[config.mk]
export PLATFORM = sky130hd
export DESIGN_NAME = pipe_stage_buf
export DESIGN_NICKNAME = d
export VERILOG_FILES = /design/src/rtl/pipe_pkg.sv /design/src/rtl/dff.sv /design/src/rtl/sat_counter.sv /design/src/rtl/pipe_stage_buf.sv
export SDC_FILE = /design/constraint.sdc
export NUM_CORES = 1
export LEC_CHECK = 0
export CORE_ASPECT_RATIO = 0.7
export CORE_MARGIN = 4
export CORE_UTILIZATION = 38
export CTS_BUF_LIST = sky130_fd_sc_hd__clkbuf_2
export DETAILED_ROUTE_END_ITERATION = 12
export HOLD_SLACK_MARGIN = 0.12
export PLACE_DENSITY = 0.7
export SYNTH_ARGS = -nofsm -noshare
export SYNTH_HDL_FRONTEND = slang
export SYNTH_SLANG_ARGS = --single-unit
[constraint.sdc]
create_clock -name clk -period 3.85 [get_ports clk]
set_clock_uncertainty 0.15 [all_clocks]
set_input_delay 0.77 -clock clk [delete_from_list [all_inputs] [get_ports clk]]
set_output_delay 0.77 -clock clk [all_outputs]
set_load 0.05 [all_outputs]
[src/rtl/pipe_pkg.sv]
// Shared definitions for the elastic inter-stage buffers of the 16-bit five-stage core:
// occupancy states and the NOP control word used at each stage boundary.
package pipe_pkg;

    typedef enum logic [1:0] {
        EMPTY = 2'd0,
        ONE   = 2'd1,
        TWO   = 2'd2
    } pipe_state_t;

    // Control bus layout: {SendNOP, write_reg[2:0], RegSrc[1:0], MemWrt, RegWrt}
    localparam int REG_WRT_BIT   = 0;
    localparam int MEM_WRT_BIT   = 1;
    localparam int REG_SRC_LSB   = 2;
    localparam int WRITE_REG_LSB = 4;
    localparam int SEND_NOP_BIT  = 7;

    function automatic logic [7:0] make_ctrl(
        input logic       send_nop,
        input logic [2:0] write_reg,
        input logic [1:0] reg_src,
        input logic       mem_wrt,
        input logic       reg_wrt
    );
        return {send_nop, write_reg, reg_src, mem_wrt, reg_wrt};
    endfunction

    localparam logic [7:0] IF_ID_NOP_CTRL  = make_ctrl(1'b1, 3'd0, 2'd0, 1'b0, 1'b0);
    localparam logic [7:0] ID_EX_NOP_CTRL  = make_ctrl(1'b0, 3'd0, 2'd0, 1'b0, 1'b0);
    localparam logic [7:0] EX_MEM_NOP_CTRL = make_ctrl(1'b0, 3'd0, 2'd0, 1'b0, 1'b0);
    localparam logic [7:0] MEM_WB_NOP_CTRL = make_ctrl(1'b0, 3'd0, 2'd0, 1'b0, 1'b0);

endpackage

[src/rtl/dff.sv]
// Generic register cell with synchronous reset value and load enable.
module dff #(
    parameter int             W       = 1,
    parameter logic [W-1:0]   RST_VAL = '0
) (
    input  logic         clk,
    input  logic         rst,
    input  logic         en,
    input  logic [W-1:0] d,
    output logic [W-1:0] q
);

    // Register with reset priority over load
    always_ff @(posedge clk) begin
        if (rst) begin
            q <= RST_VAL;
        end else if (en) begin
            q <= d;
        end
    end

endmodule

[src/rtl/sat_counter.sv]
// Saturating up-counter with synchronous clear; clear wins over increment.
module sat_counter #(
    parameter int W = 16
) (
    input  logic         clk,
    input  logic         rst,
    input  logic         inc,
    input  logic         clr,
    output logic [W-1:0] cnt
);

    logic [W-1:0] cnt_r;

    // Count up until all-ones, then hold
    always_ff @(posedge clk) begin
        if (rst || clr) begin
            cnt_r <= {W{1'b0}};
        end else if (inc && (cnt_r != {W{1'b1}})) begin
            cnt_r <= cnt_r + {{(W-1){1'b0}}, 1'b1};
        end
    end

    assign cnt = cnt_r;

endmodule

[src/rtl/pipe_stage_buf.sv]
// Elastic pipeline stage: main register feeds the outputs, a skid register absorbs one
// transfer while downstream stalls so in_ready can be registered; flush turns entries into bubbles.
module pipe_stage_buf
    import pipe_pkg::*;
#(
    parameter int                PAYLOAD_W = 16,
    parameter int                CTRL_W    = 8,
    parameter logic [CTRL_W-1:0] NOP_CTRL  = '0,
    parameter int                CNT_W     = 16
) (
    input  logic                 clk,
    input  logic                 rst,
    input  logic                 in_valid,
    output logic                 in_ready,
    input  logic [PAYLOAD_W-1:0] in_payload,
    input  logic [CTRL_W-1:0]    in_ctrl,
    output logic                 out_valid,
    input  logic                 out_ready,
    output logic [PAYLOAD_W-1:0] out_payload,
    output logic [CTRL_W-1:0]    out_ctrl,
    input  logic                 flush,
    input  logic                 clr_cnt,
    output logic [CNT_W-1:0]     stall_cnt,
    output logic [CNT_W-1:0]     bubble_cnt
);

    pipe_state_t          state_r, state_nxt_s;
    logic                 in_ready_r, out_valid_r;
    logic                 accept_s, emit_s;
    logic                 main_from_in_s, main_from_skid_s, skid_load_s, going_empty_s;
    logic                 main_pay_en_s, main_ctrl_en_s;
    logic [PAYLOAD_W-1:0] main_pay_d_s, main_pay_r, skid_pay_r;
    logic [CTRL_W-1:0]    main_ctrl_d_s, main_ctrl_r, skid_ctrl_r;

    assign accept_s = in_valid & in_ready_r;
    assign emit_s   = out_valid_r & out_ready;

    // State register; handshake flags are registered from the next state
    always_ff @(posedge clk) begin
        if (rst) begin
            state_r     <= EMPTY;
            in_ready_r  <= 1'b1;
            out_valid_r <= 1'b0;
        end else begin
            state_r     <= state_nxt_s;
            in_ready_r  <= (state_nxt_s != TWO);
            out_valid_r <= (state_nxt_s != EMPTY);
        end
    end

    // Next-state logic; flush overrides every transfer
    always_comb begin
        state_nxt_s = state_r;
        if (flush) begin
            state_nxt_s = EMPTY;
        end else begin
            case (state_r)
                EMPTY: state_nxt_s = accept_s ? ONE : EMPTY;
                ONE: begin
                    if (accept_s && !emit_s) begin
                        state_nxt_s = TWO;
                    end else if (!accept_s && emit_s) begin
                        state_nxt_s = EMPTY;
                    end else begin
                        state_nxt_s = ONE;
                    end
                end
                TWO:     state_nxt_s = emit_s ? ONE : TWO;
                default: state_nxt_s = EMPTY;
            endcase
        end
    end

    // Datapath load controls; control word becomes NOP whenever the stage drains
    always_comb begin
        main_from_in_s   = !flush && accept_s &&
                           ((state_r == EMPTY) || ((state_r == ONE) && emit_s));
        main_from_skid_s = !flush && (state_r == TWO) && emit_s;
        skid_load_s      = !flush && (state_r == ONE) && accept_s && !emit_s;
        going_empty_s    = (state_nxt_s == EMPTY);
        main_pay_en_s    = main_from_in_s || main_from_skid_s;
        main_ctrl_en_s   = main_pay_en_s || going_empty_s;
        main_pay_d_s     = main_from_skid_s ? skid_pay_r : in_payload;
        if (going_empty_s) begin
            main_ctrl_d_s = NOP_CTRL;
        end else if (main_from_skid_s) begin
            main_ctrl_d_s = skid_ctrl_r;
        end else begin
            main_ctrl_d_s = in_ctrl;
        end
    end

    dff #(.W(PAYLOAD_W), .RST_VAL({PAYLOAD_W{1'b0}})) u_main_pay (
        .clk(clk), .rst(rst), .en(main_pay_en_s), .d(main_pay_d_s), .q(main_pay_r)
    );
    dff #(.W(CTRL_W), .RST_VAL(NOP_CTRL)) u_main_ctrl (
        .clk(clk), .rst(rst), .en(main_ctrl_en_s), .d(main_ctrl_d_s), .q(main_ctrl_r)
    );
    dff #(.W(PAYLOAD_W), .RST_VAL({PAYLOAD_W{1'b0}})) u_skid_pay (
        .clk(clk), .rst(rst), .en(skid_load_s), .d(in_payload), .q(skid_pay_r)
    );
    dff #(.W(CTRL_W), .RST_VAL({CTRL_W{1'b0}})) u_skid_ctrl (
        .clk(clk), .rst(rst), .en(skid_load_s), .d(in_ctrl), .q(skid_ctrl_r)
    );

    sat_counter #(.W(CNT_W)) u_stall_cnt (
        .clk(clk), .rst(rst), .inc(out_valid_r & ~out_ready), .clr(clr_cnt), .cnt(stall_cnt)
    );
    sat_counter #(.W(CNT_W)) u_bubble_cnt (
        .clk(clk), .rst(rst), .inc(~out_valid_r), .clr(clr_cnt), .cnt(bubble_cnt)
    );

    assign in_ready    = in_ready_r;
    assign out_valid   = out_valid_r;
    assign out_payload = main_pay_r;
    assign out_ctrl    = main_ctrl_r;

endmodule

==> qor.yml <==
status: "completed"
synth.largest_area_cell: "dfxtp_1"
rsz0062_at_grt: "no"
core_area_sq_um: 9760
io_pins: 88
comb_power_share_pct: 13.5
initial_utilization_pct: 39.2
maxSlewHeadroom_pct: 40.6
crit_chain: "clkdlybuf4s50_1"
setup_viol: 0
rows: 30
fmax_ghz: 0.329
synth_area_leaders: "dfxtp_1, mux2i_1, nand2_1"
yosysUniqueCellTypes: 48
synth_top_area_share_pct: 44.0
syn_nets: 471
synth_common_cells: "dfxtp_1, nand2_1, a21oi_1"
top_layer: "met4"
postCtsSetupBuffers: 0
vias: 3568
final.setup.tns_ns: 0
worstHoldPathType: "reg2reg"
crit_path_start_kind: "flop"
cap_violations: 0
period_needed_ns: 3.04
dieArea_sq_um: 11800
drt_iter0_drc: 247
dr.pass1.iters: 4
sw_frac_of_total_pct: 28.8
ys_warn_count: 0
synth_edf_count: 0
drtAntennaViolNets: 0
hold_violations: 0
io_buffers: 87
fin_cells: 647
path_clk_slew_ns: 0.24
fillers: 943
wl_met3_um: 453
cts_buffers: 9
critical_path_class: "reg2out"
max-vdd-ir-drop_uv: 127
grtUsageTotal_pct: 17.0
ys_seq_area_share_pct: 44.0
clockBufferDepth: 2
die_h_um: 92.0
post-route-period-util_pct: 79.0
synthArstFlopShare_pct: 0
wl_met1_um: 4880
worstMarginPinSlew_ns: 0.891
grt_first_pass_wirelength_um: 16500
gp_congestion: 0.765
htreeDepth: 3
grt_pass1_vias: 3430
critPathTopFamily: "buffers and inverters"
sequentialPowerShare_pct: 57.0
cp_num_buf_inv: 1
syn_area_sq_um: 3830
powerDensity_nw_per_um2: 326
slowest_stage: "clkdlybuf4s50_1"
drc: 0
syn_area_per_cell_sq_um: 8.72
hpwl_um: 6900
cts_sinks: 84
syn_inst: 439
pwr-share-clk_pct: 29.5
syn2layout_area_growth_pct: 27.7
antenna_found_initial: 0
holdBufCountCts: 0
yosysMostFrequentCell: "dfxtp_1"
end_kind: "output pin"
grt_overflow_total: 0
cts-resized-gates: 0
vias_per_cell: 5.51
p_leak_nw: 1.75
dpl-instance-area_sq_um: 4770
cp.required_ns: 2.93
critPathMaxStageDelay_ns: 0.91
p_int_mw: 1.13
wl_per_cell_um: 15.6
crit_fanout: 15
grt_start_max_net_pins: 41
p_sw_mw: 0.459
crit_arrival_ns: 2.12
routed_wl_um: 10100
dpl.cell_count: 631
drive_gt1_share_pct: 7.32
tritoncts: "done"
clkLatencyLatePin_ns: 0.53
ys_ff_latch: 84
wl_met2_um: 4660
die_x_um: 128
finalMaxSlewViolations: 0
postLayoutCellArea_sq_um: 4880
antennaDiodeCount: 0
cts_root_buf: "clkbuf_2"
synthFlopType: "dfxtp_1"
nNetsFinal: 546
[placed cells by master, fill, tap and decap left out, types with 3 or more instances in the layout]
master / instances
clkbuf_2: 11
or3_1: 10
nor2_1: 34
inv_1: 4
clkdlybuf4s50_1: 87
buf_4: 7
and4_1: 3
dfxtp_1: 84
nand2_1: 66
o31ai_1: 13
mux2i_1: 28
nor4_1: 4
or4_1: 13
nand4_1: 10
nand2b_1: 3
nand3_1: 13
a221oi_1: 24
a21oi_1: 49
o21ai_0: 10
and3_1: 3
or4_2: 3
[final cells by class]
type | instances | area, sq um | share of cell area [%]
Multi-Input combinational cell | 321 | 1990 | 40.7
Sequential cell | 84 | 1680 | 34.4
Timing Repair Buffer | 94 | 923 | 18.9
Tap cell | 128 | 160 | 3.28
Clock inverter | 5 | 62.6 | 1.28
Clock buffer | 11 | 55.1 | 1.13
Inverter | 4 | 15.0 | 0.307
[stage by stage]
step	utilization (%)	total power [mW]	worst slack, ns	hold slack (ns)
5_1_grt	50.1	1.66	0.663	0.343
2_1_floorplan	-	1.05	1.47	0.286
3_3_place_gp	48.8	1.14	0.796	0.291
3_5_place_dp	48.8	1.14	0.696	0.298
4_1_cts	50.1	1.61	0.753	0.324
6_report	50.1	1.59	0.807	0.321
[sequential cells by signal, summed over array words and instances (netlist names), 2 cells and up]
name / count
u_skid_ctrl.q: 8
u_bubble_cnt.cnt: 16
u_skid_pay.q: 16
u_stall_cnt.cnt: 16
u_main_ctrl.q: 8
state_r: 2
u_main_pay.q: 16
[worst paths after layout]
path / slack [ns] / from / end / depth (start not counted)
worst max-delay path: 0.81 / out_valid$_SDFF_PP0_ / out_valid / 1
worst min-delay path: 0.32 / u_skid_pay.q[13]$_SDFFE_PP0P_ / u_skid_pay.q[13]$_SDFFE_PP0P_ / 2
worst max register to register: 1.35 / out_valid$_SDFF_PP0_ / u_main_pay.q[15]$_SDFFE_PP0P_ / 4
worst min register to register: 0.32 / u_skid_pay.q[13]$_SDFFE_PP0P_ / u_skid_pay.q[13]$_SDFFE_PP0P_ / 2
[power by group through the flow]
stage	logic (mW)	registers, mW	clock network, mW
after floorplan	0.0735	0.979	0
after CTS	0.216	0.909	0.483
after detailed placement	0.215	0.925	0
final	0.215	0.908	0.469
after global placement	0.212	0.925	0
after global routing	0.229	0.913	0.520
[routing by layer]
metal  GRT usage, %  vias to the layer above
met4           5.04                        0
li1               -                     1779
met3           4.13                       11
met1           22.7                     1703
met5              0                        -
met2           27.2                       75
[cell families after synthesis]
| kind of cell | synth area share, % |
|---|---|
| and+or+nand+nor | 24.3 |
| buffers and inverters | 4.48 |
| AOI/OAI and AO/OA | 18.8 |
| DFF | 44.0 |
| xor gates and xnor gates | 0.458 |
| adders and majority gates | 0.654 |
| muxes | 7.33 |
No activity file was read; power rests on OpenSTA's default activity.
